## src/rtl/ov7670_stream_gen_pkg.sv

```systemverilog
// ov7670_stream_gen_pkg
// Holds everything shared by the OV7670-style stream generator: default
// frame geometry, the frame FSM state encoding, pixel and address widths,
// and the colour-bar palette used by the optional test pattern.
package ov7670_stream_gen_pkg;

    // Default frame geometry (640x480, 1568-cycle lines, 510 lines/frame)
    localparam int H_ACTIVE_DEF  = 640;
    localparam int H_BLANK_DEF   = 288;
    localparam int V_ACTIVE_DEF  = 480;
    localparam int VS_LINES_DEF  = 3;
    localparam int VBP_LINES_DEF = 17;
    localparam int VFP_LINES_DEF = 10;

    localparam int PIX_W  = 12;  // RGB444
    localparam int ADDR_W = 19;  // covers 640*480 pixels
    localparam int CNT_W  = 16;  // horizontal and line counters

    typedef enum logic [2:0] {
        ST_IDLE,
        ST_SYNC,
        ST_BACK,
        ST_ACTIVE,
        ST_FRONT
    } frame_state_e;

    // Colour bars, left to right
    localparam logic [PIX_W-1:0] BAR_WHITE   = 12'hFFF;
    localparam logic [PIX_W-1:0] BAR_YELLOW  = 12'hFF0;
    localparam logic [PIX_W-1:0] BAR_CYAN    = 12'h0FF;
    localparam logic [PIX_W-1:0] BAR_GREEN   = 12'h0F0;
    localparam logic [PIX_W-1:0] BAR_MAGENTA = 12'hF0F;
    localparam logic [PIX_W-1:0] BAR_RED     = 12'hF00;
    localparam logic [PIX_W-1:0] BAR_BLUE    = 12'h00F;
    localparam logic [PIX_W-1:0] BAR_BLACK   = 12'h000;

    function automatic logic [PIX_W-1:0] bar_color(input logic [2:0] idx);
        case (idx)
            3'd0:    return BAR_WHITE;
            3'd1:    return BAR_YELLOW;
            3'd2:    return BAR_CYAN;
            3'd3:    return BAR_GREEN;
            3'd4:    return BAR_MAGENTA;
            3'd5:    return BAR_RED;
            3'd6:    return BAR_BLUE;
            default: return BAR_BLACK;
        endcase
    endfunction

endpackage

```

## src/rtl/ov7670_timing_gen.sv

```systemverilog
// ov7670_timing_gen
// Line/frame timing for the stream generator. A free-running horizontal
// counter defines lines; at each line wrap the frame FSM advances through
// IDLE -> SYNC -> BACK -> ACTIVE -> FRONT. The outputs are undelayed
// ("pre") strobes decoded from registered state; the top delays them so
// they line up with the RAM read latency.
//
// Ports:
//   pclk_i            pixel clock
//   rst_i             synchronous active-high reset
//   en_i              run request, looked at only on line wraps that end
//                     IDLE or FRONT
//   href_pre_o        active byte slot in this counter cycle
//   vsync_pre_o       sync line in progress
//   frame_start_pre_o first counter cycle of the frame
//   byte_sel_o        0 = byte0 slot, 1 = byte1 slot
module ov7670_timing_gen
    import ov7670_stream_gen_pkg::*;
#(
    parameter int H_ACTIVE  = H_ACTIVE_DEF,
    parameter int H_BLANK   = H_BLANK_DEF,
    parameter int V_ACTIVE  = V_ACTIVE_DEF,
    parameter int VS_LINES  = VS_LINES_DEF,
    parameter int VBP_LINES = VBP_LINES_DEF,
    parameter int VFP_LINES = VFP_LINES_DEF
) (
    input  logic pclk_i,
    input  logic rst_i,
    input  logic en_i,
    output logic href_pre_o,
    output logic vsync_pre_o,
    output logic frame_start_pre_o,
    output logic byte_sel_o
);

    localparam int LINE_LEN = 2 * H_ACTIVE + H_BLANK;

    logic [CNT_W-1:0] h_cnt_q;
    logic [CNT_W-1:0] line_q;      // line index within the current state
    frame_state_e     state_q;
    logic [CNT_W-1:0] state_lines;
    logic             line_end;
    logic             last_line;

    // NOTE: always_comb assigns a default before the case so no path can
    // leave the output unassigned and infer a latch.
    always_comb begin
        state_lines = CNT_W'(1);
        case (state_q)
            ST_SYNC:   state_lines = CNT_W'(VS_LINES);
            ST_BACK:   state_lines = CNT_W'(VBP_LINES);
            ST_ACTIVE: state_lines = CNT_W'(V_ACTIVE);
            ST_FRONT:  state_lines = CNT_W'(VFP_LINES);
            default:   state_lines = CNT_W'(1);
        endcase
    end

    assign line_end  = (h_cnt_q == CNT_W'(LINE_LEN - 1));
    assign last_line = (line_q == state_lines - CNT_W'(1));

    // NOTE: sequential state uses non-blocking assignments only, so every
    // register samples the pre-edge value of every other register.
    always_ff @(posedge pclk_i) begin
        if (rst_i) begin
            h_cnt_q <= '0;
            line_q  <= '0;
            state_q <= ST_IDLE;
        end else begin
            h_cnt_q <= line_end ? '0 : h_cnt_q + 1'b1;
            if (line_end) begin
                if (state_q == ST_IDLE) begin
                    line_q <= '0;
                    if (en_i) state_q <= ST_SYNC;
                end else if (last_line) begin
                    line_q <= '0;
                    case (state_q)
                        ST_SYNC:   state_q <= ST_BACK;
                        ST_BACK:   state_q <= ST_ACTIVE;
                        ST_ACTIVE: state_q <= ST_FRONT;
                        ST_FRONT:  state_q <= en_i ? ST_SYNC : ST_IDLE;
                        default:   state_q <= ST_IDLE;
                    endcase
                end else begin
                    line_q <= line_q + 1'b1;
                end
            end
        end
    end

    // Decoded from registered state; the top registers these twice more.
    assign vsync_pre_o       = (state_q == ST_SYNC);
    assign href_pre_o        = (state_q == ST_ACTIVE) && (h_cnt_q < CNT_W'(2 * H_ACTIVE));
    assign frame_start_pre_o = (state_q == ST_SYNC) && (line_q == '0) && (h_cnt_q == '0);
    assign byte_sel_o        = h_cnt_q[0];

endmodule

```

## src/rtl/ov7670_stream_gen.sv

```systemverilog
// ov7670_stream_gen
// OV7670-style camera stream source: reads a 12-bit frame buffer through a
// synchronous-read port and emits vsync/href/8-bit RGB444 byte pairs.
// Build option: define OV_STREAM_TEST_PATTERN_EN to replace pix_data with
// eight vertical colour bars (pix_addr is still driven).
//
// Ports:
//   pclk        pixel clock, all logic on the rising edge
//   rst         synchronous active-high reset
//   en          run request, honoured at frame boundaries
//   pix_data    {R,G,B} from frame buffer, valid 1 cycle after pix_addr
//   pix_addr    frame-buffer read address (row*H_ACTIVE+col)
//   vsync       high during sync lines
//   href        high while active bytes are on data
//   data        byte0 {4'b0000,R}, byte1 {G,B}, 8'h00 in blanking
//   frame_start one-cycle pulse on the first vsync cycle
module ov7670_stream_gen
    import ov7670_stream_gen_pkg::*;
#(
    parameter int H_ACTIVE  = H_ACTIVE_DEF,
    parameter int H_BLANK   = H_BLANK_DEF,
    parameter int V_ACTIVE  = V_ACTIVE_DEF,
    parameter int VS_LINES  = VS_LINES_DEF,
    parameter int VBP_LINES = VBP_LINES_DEF,
    parameter int VFP_LINES = VFP_LINES_DEF
) (
    input  logic              pclk,
    input  logic              rst,
    input  logic              en,
    input  logic [PIX_W-1:0]  pix_data,
    output logic [ADDR_W-1:0] pix_addr,
    output logic              vsync,
    output logic              href,
    output logic [7:0]        data,
    output logic              frame_start
);

    logic href_pre, vsync_pre, fs_pre, byte_sel;

    ov7670_timing_gen #(
        .H_ACTIVE (H_ACTIVE),
        .H_BLANK  (H_BLANK),
        .V_ACTIVE (V_ACTIVE),
        .VS_LINES (VS_LINES),
        .VBP_LINES(VBP_LINES),
        .VFP_LINES(VFP_LINES)
    ) u_timing (
        .pclk_i           (pclk),
        .rst_i            (rst),
        .en_i             (en),
        .href_pre_o       (href_pre),
        .vsync_pre_o      (vsync_pre),
        .frame_start_pre_o(fs_pre),
        .byte_sel_o       (byte_sel)
    );

    logic [PIX_W-1:0] pixel;

`ifdef OV_STREAM_TEST_PATTERN_EN
    localparam int BAR_W = H_ACTIVE / 8;

    logic [CNT_W-1:0] bar_cnt_q;
    logic [2:0]       bar_idx_q;
    logic             unused_pix_data;

    assign unused_pix_data = ^pix_data;

    // Bar position advances once per pixel (on its byte1 slot) and restarts
    // in blanking, so it still names pixel k during the RAM-latency cycle.
    always_ff @(posedge pclk) begin
        if (rst || !href_pre) begin
            bar_cnt_q <= '0;
            bar_idx_q <= '0;
        end else if (byte_sel) begin
            if (bar_cnt_q == CNT_W'(BAR_W - 1)) begin
                bar_cnt_q <= '0;
                bar_idx_q <= bar_idx_q + 1'b1;
            end else begin
                bar_cnt_q <= bar_cnt_q + 1'b1;
            end
        end
    end

    assign pixel = bar_color(bar_idx_q);
`else
    assign pixel = pix_data;
`endif

    // Stage 1 tracks the cycle in which pix_data becomes valid; stage 2
    // drives the outputs together with the formatted byte.
    logic href_d1_q, vsync_d1_q, fs_d1_q, sel_d1_q;
    logic href_q, vsync_q, fs_q;
    logic [7:0]        data_q;
    logic [7:0]        hold_q;
    logic [ADDR_W-1:0] addr_q;

    always_ff @(posedge pclk) begin
        if (rst) begin
            href_d1_q  <= 1'b0;
            vsync_d1_q <= 1'b0;
            fs_d1_q    <= 1'b0;
            sel_d1_q   <= 1'b0;
            href_q     <= 1'b0;
            vsync_q    <= 1'b0;
            fs_q       <= 1'b0;
            data_q     <= '0;
            hold_q     <= '0;
            addr_q     <= '0;
        end else begin
            href_d1_q  <= href_pre;
            vsync_d1_q <= vsync_pre;
            fs_d1_q    <= fs_pre;
            sel_d1_q   <= byte_sel;
            href_q     <= href_d1_q;
            vsync_q    <= vsync_d1_q;
            fs_q       <= fs_d1_q;

            // Running address: no row*H_ACTIVE product needed.
            if (fs_pre) begin
                addr_q <= '0;
            end else if (href_pre && byte_sel) begin
                addr_q <= addr_q + 1'b1;
            end

            if (href_d1_q && !sel_d1_q) begin
                data_q <= {4'b0000, pixel[11:8]};
                hold_q <= pixel[7:0];
            end else if (href_d1_q) begin
                data_q <= hold_q;
            end else begin
                data_q <= 8'h00;
            end
        end
    end

    assign pix_addr    = addr_q;
    assign vsync       = vsync_q;
    assign href        = href_q;
    assign data        = data_q;
    assign frame_start = fs_q;

endmodule

```

## config.mk

```make
export PLATFORM = sky130hd
export DESIGN_NAME = ov7670_stream_gen
export DESIGN_NICKNAME = d
export VERILOG_FILES = /design/src/rtl/ov7670_stream_gen_pkg.sv /design/src/rtl/ov7670_timing_gen.sv /design/src/rtl/ov7670_stream_gen.sv
export SDC_FILE = /design/constraint.sdc
export NUM_CORES = 1
export LEC_CHECK = 0
export CORE_MARGIN = 2
export CORE_UTILIZATION = 62
export CTS_BUF_LIST = sky130_fd_sc_hd__clkbuf_4 sky130_fd_sc_hd__clkbuf_8
export DETAILED_ROUTE_END_ITERATION = 12
export PLACE_DENSITY = 0.87
export SLEW_MARGIN = 20
export SYNTH_ARGS = -nofsm -noshare
export SYNTH_HDL_FRONTEND = slang
export SYNTH_SLANG_ARGS = --single-unit
```

## constraint.sdc

```tcl
create_clock -name pclk -period 5.7 [get_ports pclk]
set_input_delay 0.57 -clock pclk [delete_from_list [all_inputs] [get_ports pclk]]
set_output_delay 0.57 -clock pclk [all_outputs]
set_load 0.05 [all_outputs]
```

==> results of run 1 <==
==> synthesized netlist by cell type, drive strengths merged, types with 5 or more instances <==
| master | n |
|---|---|
| inv | 14 |
| mux2i | 13 |
| nor2 | 55 |
| nor3b | 5 |
| nand3 | 21 |
| and2 | 8 |
| o21ai | 5 |
| ha | 6 |
| a21oi | 18 |
| nor3 | 15 |
| clkbuf | 8 |
| xnor2 | 19 |
| buf | 15 |
| dfxtp | 77 |
| nand2 | 23 |
| nand4 | 24 |
| nor4 | 12 |
| xor2 | 28 |
| and3 | 13 |
==> how the worst max path moves through the flow <==
stage                                   start             endpoint  slack [ns]  depth (start not counted)
final                     u_timing.state_q[2]  u_timing.line_q[12]        2.88                          7
after global routing      u_timing.state_q[0]  u_timing.line_q[14]        2.70                          7
after CTS                                 rst  u_timing.line_q[15]        2.85                          4
after detailed placement                  rst  u_timing.line_q[15]        2.49                          4
after global placement                    rst  u_timing.line_q[15]        2.62                          4
after floorplan           u_timing.state_q[2]  u_timing.state_q[0]        3.48                          9
==> metal layers <==
| metal | wire (µm) | track usage |
|---|---|---|
| met1 | 3500 | 0.321 |
| met2 | 3520 | 0.407 |
| met3 | 389 | 0.0495 |
| met4 | 120 | 0.0847 |
| met5 | 0 | 0 |
==> worst reg2reg max path: stages (launching register included) <==
cell     delay [ns]
dfxtp_1        0.54
and3b_1        0.30
ha_1           0.26
xor2_1         0.15
a31oi_1        0.23
a41oi_2        0.27
o31ai_4        0.78
o21ai_1        0.15
==> power groups by stage <==
| stage | clock network (mW) | logic (mW) | registers [mW] |
|---|---|---|---|
| floorplan | 0 | 0.0298 | 0.554 |
| global placement | 0 | 0.0392 | 0.558 |
| detailed placement | 0 | 0.0402 | 0.558 |
| CTS | 0.365 | 0.0407 | 0.546 |
| global route | 0.388 | 0.0447 | 0.546 |
| finish | 0.357 | 0.0411 | 0.546 |
==> through the flow <==
stage / cell area, µm² / utilization
5_1_grt: 4300 / 0.734
3_3_place_gp: 4130 / 0.705
6_report: 4300 / 0.734
4_1_cts: 4290 / 0.734
3_5_place_dp: 4130 / 0.705
2_1_floorplan: 3720 / -
==> cells by family after synthesis <==
group | count (synthesis)
compound gates | 40
xor+xnor | 47
fa+ha+maj | 6
buf+inv | 38
flops | 77
mux | 13
simple gates | 199
==> flip-flops by register name, indices dropped and copies added, names as in the netlist, 3 cells and up <==
name,cells
u_timing.line_q,16
hold_q,8
u_timing.state_q,3
data,8
u_timing.h_cnt_q,16
pix_addr,19
==> cell type report <==
class | instances | area (µm²)
Multi-Input combinational cell | 305 | 2000
Fill cell | 426 | 1560
Sequential cell | 77 | 1540
Timing Repair Buffer | 44 | 440
Clock buffer | 11 | 139
Tap cell | 75 | 93.8
Inverter | 15 | 56.3
Clock inverter | 5 | 27.5
==> flow_metrics.py, run 1 <==
metrics = {
    "run_status": {
        "status": "complete, no violations",
    },
    "synth": {
        "yosysTopAreaCell": "dfxtp_1",
        "synth_ff_type": "dfxtp_1",
        "synth-seq-cells": 77,
        "synth-xor-area-share": 0.111,
        "synthCells": 420,
        "yosys_warnings": 0,
        "synth_area_per_cell_um2": 8.86,
        "synth_mux_area_frac": 0.0350,
        "synth_top_family_by_area": "simple AND/OR/NAND/NOR gates",
        "yosysSeqAreaShare": 0.414,
        "syn_area_um2": 3720,
        "ys_types": 51,
        "ys_top_cells_by_area": "dfxtp_1 41%, xor2_1 6.6%, nor2_1 5.5%",
        "async_flop_share": 0,
        "synthSimpleGateAreaFrac": 0.286,
        "synth_fp_nets": 441,
        "synth_top_area_share": 0.414,
        "synth_edf_count": 0,
        "synth_compound_area_frac": 0.0841,
        "synth_fa_ha_area_frac": 0.0202,
    },
    "clock_tree": {
        "root_buffer": "clkbuf_8",
        "cts_resized": 0,
        "clk_pin_slew_ns": 0.08,
        "tritoncts": "done",
        "cts_sinks": 77,
        "cts_buffer_depth": 2,
        "postCtsSetupBuffers": 0,
        "clock_latency_ns": 0.34,
        "postCtsHoldBufs": 0,
        "cts_max_level": 3,
        "cts_buffers": 9,
    },
    "place": {
        "gp_congestion": 0.895,
        "io_buffers": 44,
        "pre_cts_ws_ns": 2.49,
        "dp.cells": 516,
        "hpwlAfterDp_um": 5150,
    },
    "worst_setup_path": {
        "crit_type": "reg -> reg",
        "worstPathArrival_ns": 3.02,
        "cp_max_fo": 13,
        "cp_cell_sequence": "and3b_1, ha_1, xor2_1, a31oi_1, a41oi_2, o31ai_4, o21ai_1",
        "cp.required_ns": 5.90,
        "reg2reg_slack_ns": 2.88,
        "end_kind": "flop",
        "rr_startpoint": "u_timing.state_q[2]",
        "rr_endpoint": "u_timing.line_q[12]",
        "cp-start-kind": "flop",
        "cpPeakStageDelay_ns": 0.78,
        "critPathSlowestCell": "o31ai_4",
        "reg2reg_depth": 7,
        "cp_num_buf_inv": 0,
        "crit_family": "compound AO/OA/AOI/OAI gates",
    },
    "power": {
        "pwr-share-comb": 0.044,
        "power_mw": 0.944,
        "power_density_nw_per_um2": 220,
        "p_leak_nw": 1.49,
        "clkPwrFrac": 0.378,
        "internal-power_mw": 0.723,
        "power_frac_seq": 0.578,
        "p_sw_mw": 0.221,
        "ir_worst_vdd_v": 0.000146,
        "switching_share": 0.234,
    },
    "layout": {
        "antenna_cells": 0,
        "drive_above_1_share": 0.0832,
        "final_cells": 532,
        "final_common_cell": "dfxtp_1",
        "final_nets": 473,
        "layout_common_cells": "77 x dfxtp_1, 55 x nor2_1, 44 x clkdlybuf4s50_1",
        "syn2layout_area_growth_pct": 15.4,
    },
    "worst_hold_path": {
        "min_to": "frame_start",
        "min_path_type": "reg -> reg",
        "min_from": "fs_d1_q",
        "whs_path_depth": 1,
    },
    "floorplan": {
        "rows": 28,
        "io-pin-count": 45,
        "start_util": 0.636,
        "dieArea_um2": 6640,
        "die_width_um": 81.5,
        "die_h_um": 81.5,
        "core_um2": 5850,
    },
    "routing": {
        "wl_per_cell_um": 14.2,
        "via_count": 3034,
        "drtIter0Drc": 138,
        "drc_errors": 0,
        "vias_per_cell": 5.70,
        "wl_um": 7530,
        "first_pass_iters": 4,
        "ant_nets": 0,
    },
    "global_routing": {
        "grt_antenna_before_repair": 0,
        "grt_pass1_wl_um": 12700,
        "grt_max_degree": 28,
        "overflow": 0,
        "grt_pass1_vias": 2797,
        "grtUsageTotal": 0.246,
    },
    "timing": {
        "slew_viol_final": 0,
        "slew_headroom": 0.387,
        "setup_viol": 0,
        "setup_tns_ns": 0,
        "worst_hold_slack_ns": 0.470,
        "layout_setup_ws_ns": 2.88,
        "fin_skew_ns": 0.00922,
        "min_period_ns": 2.82,
        "timing_hold_violations_final": 0,
        "rsz0062_at_grt": "no",
        "tightest_slew_ns": 0.917,
        "finalCritPeriodShare": 0.494,
        "fmax_ghz": 0.355,
    },
    "job": {
        "cap_violations": 0,
    },
}
Power figures use the tool's default switching activity.
==> run 2, diff against run 1 <==
--- a/config.mk
+++ b/config.mk
@@ -6,10 +6,10 @@
 export NUM_CORES = 1
 export LEC_CHECK = 0
 export CORE_MARGIN = 2
-export CORE_UTILIZATION = 62
+export CORE_UTILIZATION = 58
 export CTS_BUF_LIST = sky130_fd_sc_hd__clkbuf_4 sky130_fd_sc_hd__clkbuf_8
 export DETAILED_ROUTE_END_ITERATION = 12
-export PLACE_DENSITY = 0.87
+export PLACE_DENSITY = 0.83
 export SLEW_MARGIN = 20
 export SYNTH_ARGS = -nofsm -noshare
 export SYNTH_HDL_FRONTEND = slang
==> constraint.sdc (replaced) <==
create_clock -name pclk -period 2.6 [get_ports pclk]
set_input_delay 0.26 -clock pclk [delete_from_list [all_inputs] [get_ports pclk]]
set_output_delay 0.26 -clock pclk [all_outputs]
set_load 0.05 [all_outputs]
==> flow_metrics.py, run 2 (synthesis gave the netlist of run 1 again) <==
metrics = {
    "clock_tree": {
        "cts_sinks": 77,
        "cts_buffers": 9,
        "postCtsSetupBuffers": 0,
        "postCtsHoldBufs": 0,
        "clock_latency_ns": 0.35,
        "clk_pin_slew_ns": 0.08,
        "cts_max_level": 3,
        "tritoncts": "done",
        "cts_resized": 0,
        "root_buffer": "clkbuf_8",
        "cts_buffer_depth": 2,
    },
    "layout": {
        "final_area_um2": 4460,
        "drive_above_1_share": 0.101,
        "final_common_cell": "dfxtp_1",
        "syn2layout_area_growth_pct": 19.8,
        "largest_register_ffs": 19,
        "antenna_cells": 0,
        "layout_common_cells": "77 x dfxtp_1, 55 x nor2_1, 44 x clkdlybuf4s50_1",
        "final_nets": 484,
    },
    "timing": {
        "timing_hold_violations_final": 0,
        "setup_tns_ns": 0,
        "slew_headroom": 0.584,
        "min_period_ns": 2.31,
        "setup_viol": 0,
        "rsz0062_at_grt": "no",
        "slew_viol_final": 0,
        "fin_skew_ns": 0.0141,
        "tightest_slew_ns": 0.622,
        "layout_setup_ws_ns": 0.291,
        "fmax_ghz": 0.433,
        "finalCritPeriodShare": 0.888,
    },
    "worst_setup_path": {
        "reg2reg_slack_ns": 0.29,
        "rr_startpoint": "u_timing.state_q[1]",
        "setup.worst_path.start": "u_timing.state_q[1]",
        "cp_max_fo": 13,
        "cp-start-kind": "flop",
        "crit_type": "reg -> reg",
        "end_kind": "flop",
        "worstPathArrival_ns": 2.53,
        "rr_endpoint": "u_timing.line_q[15]",
        "reg2reg_depth": 8,
        "cp.required_ns": 2.82,
    },
    "place": {
        "hpwlAfterDp_um": 5320,
        "gp_congestion": 0.888,
        "io_buffers": 44,
        "pre_cts_ws_ns": 0.329,
        "post_dp_cell_area_um2": 4220,
    },
    "power": {
        "ir_worst_vdd_v": 0.000309,
        "internal-power_mw": 1.86,
        "p_leak_nw": 1.58,
        "p_sw_mw": 0.498,
        "power_frac_seq": 0.507,
        "switching_share": 0.211,
        "pwr-share-comb": 0.040,
        "power_density_nw_per_um2": 529,
        "clkPwrFrac": 0.453,
    },
    "global_routing": {
        "grt_pass1_wl_um": 13400,
        "grt_pass1_vias": 2873,
        "grtUsageTotal": 0.229,
        "busiest_layer": "met2",
        "use_met1": 0.307,
        "grt_antenna_before_repair": 0,
        "grt_max_degree": 28,
        "met2_usage": 0.360,
        "met3_usage": 0.0445,
        "overflow": 0,
    },
    "routing": {
        "drtIter0Drc": 203,
        "first_pass_iters": 4,
        "wl_um": 7660,
        "vias_per_cell": 5.58,
        "ant_nets": 0,
        "drc_errors": 0,
        "via_count": 3033,
        "wl_per_cell_um": 14.1,
    },
    "worst_hold_path": {
        "min_path_type": "reg -> reg",
        "min_from": "vsync_d1_q",
        "whs_path_depth": 1,
        "min_to": "vsync",
    },
    "floorplan": {
        "die_h_um": 84.1,
        "start_util": 0.593,
        "die_width_um": 84.1,
        "core_um2": 6280,
        "io-pin-count": 45,
        "dieArea_um2": 7070,
        "rows": 29,
    },
    "job": {
        "cap_violations": 0,
    },
    "run_status": {
        "status": "complete, no violations",
    },
}
==> run 2: per-stage QoR <==
step,cells,hold WS [ns],power (mW),utilization
floorplan,420,0.404,1.28,-
global placement,529,0.422,1.32,0.673
detailed placement,529,0.430,1.32,0.673
CTS,544,0.457,2.38,0.710
global route,544,0.464,2.44,0.710
finish,544,0.454,2.36,0.710
==> run 2: metal layers <==
metal	vias up	share of wire
li1	1546	-
met3	8	0.042
met1	1411	0.48
met5	-	0
met2	68	0.46
met4	0	0.010
==> run 2: worst max-delay path, stage by stage (launching register included) <==
cell and delay (ns):
dfxtp_1 0.48, and3b_1 0.31, ha_1 0.23, xor2_1 0.08
a31oi_1 0.22, a41oi_2 0.27, o31ai_4 0.35, buf_12 0.19
a21oi_1 0.07
==> run 2: how the worst max path moves through the flow <==
stage / cells after the start / slack (ns) / to
finish: 8 / 0.29 / u_timing.line_q[15]
global route: 8 / 0.08 / u_timing.line_q[15]
CTS: 8 / 0.29 / u_timing.line_q[15]
detailed placement: 7 / 0.33 / u_timing.state_q[0]
global placement: 8 / 0.35 / u_timing.line_q[14]
floorplan: 9 / 0.38 / u_timing.state_q[0]
==> run 2: power groups by stage <==
stage | clock network, mW | registers [mW] | logic, mW
global placement | 0 | 1.22 | 0.0924
floorplan | 0 | 1.21 | 0.0652
CTS | 1.09 | 1.20 | 0.0941
finish | 1.07 | 1.20 | 0.0941
global route | 1.14 | 1.20 | 0.103
detailed placement | 0 | 1.22 | 0.0936
==> run 2: cell type report <==
type	instances	area, µm²
well taps	77	96.3
inverters	15	56.3
flip-flops and latches	77	1540
clock buffers	9	124
clock inverters	6	111
multi-input cells	305	1990
repair buffers	55	536
fillers	486	1820
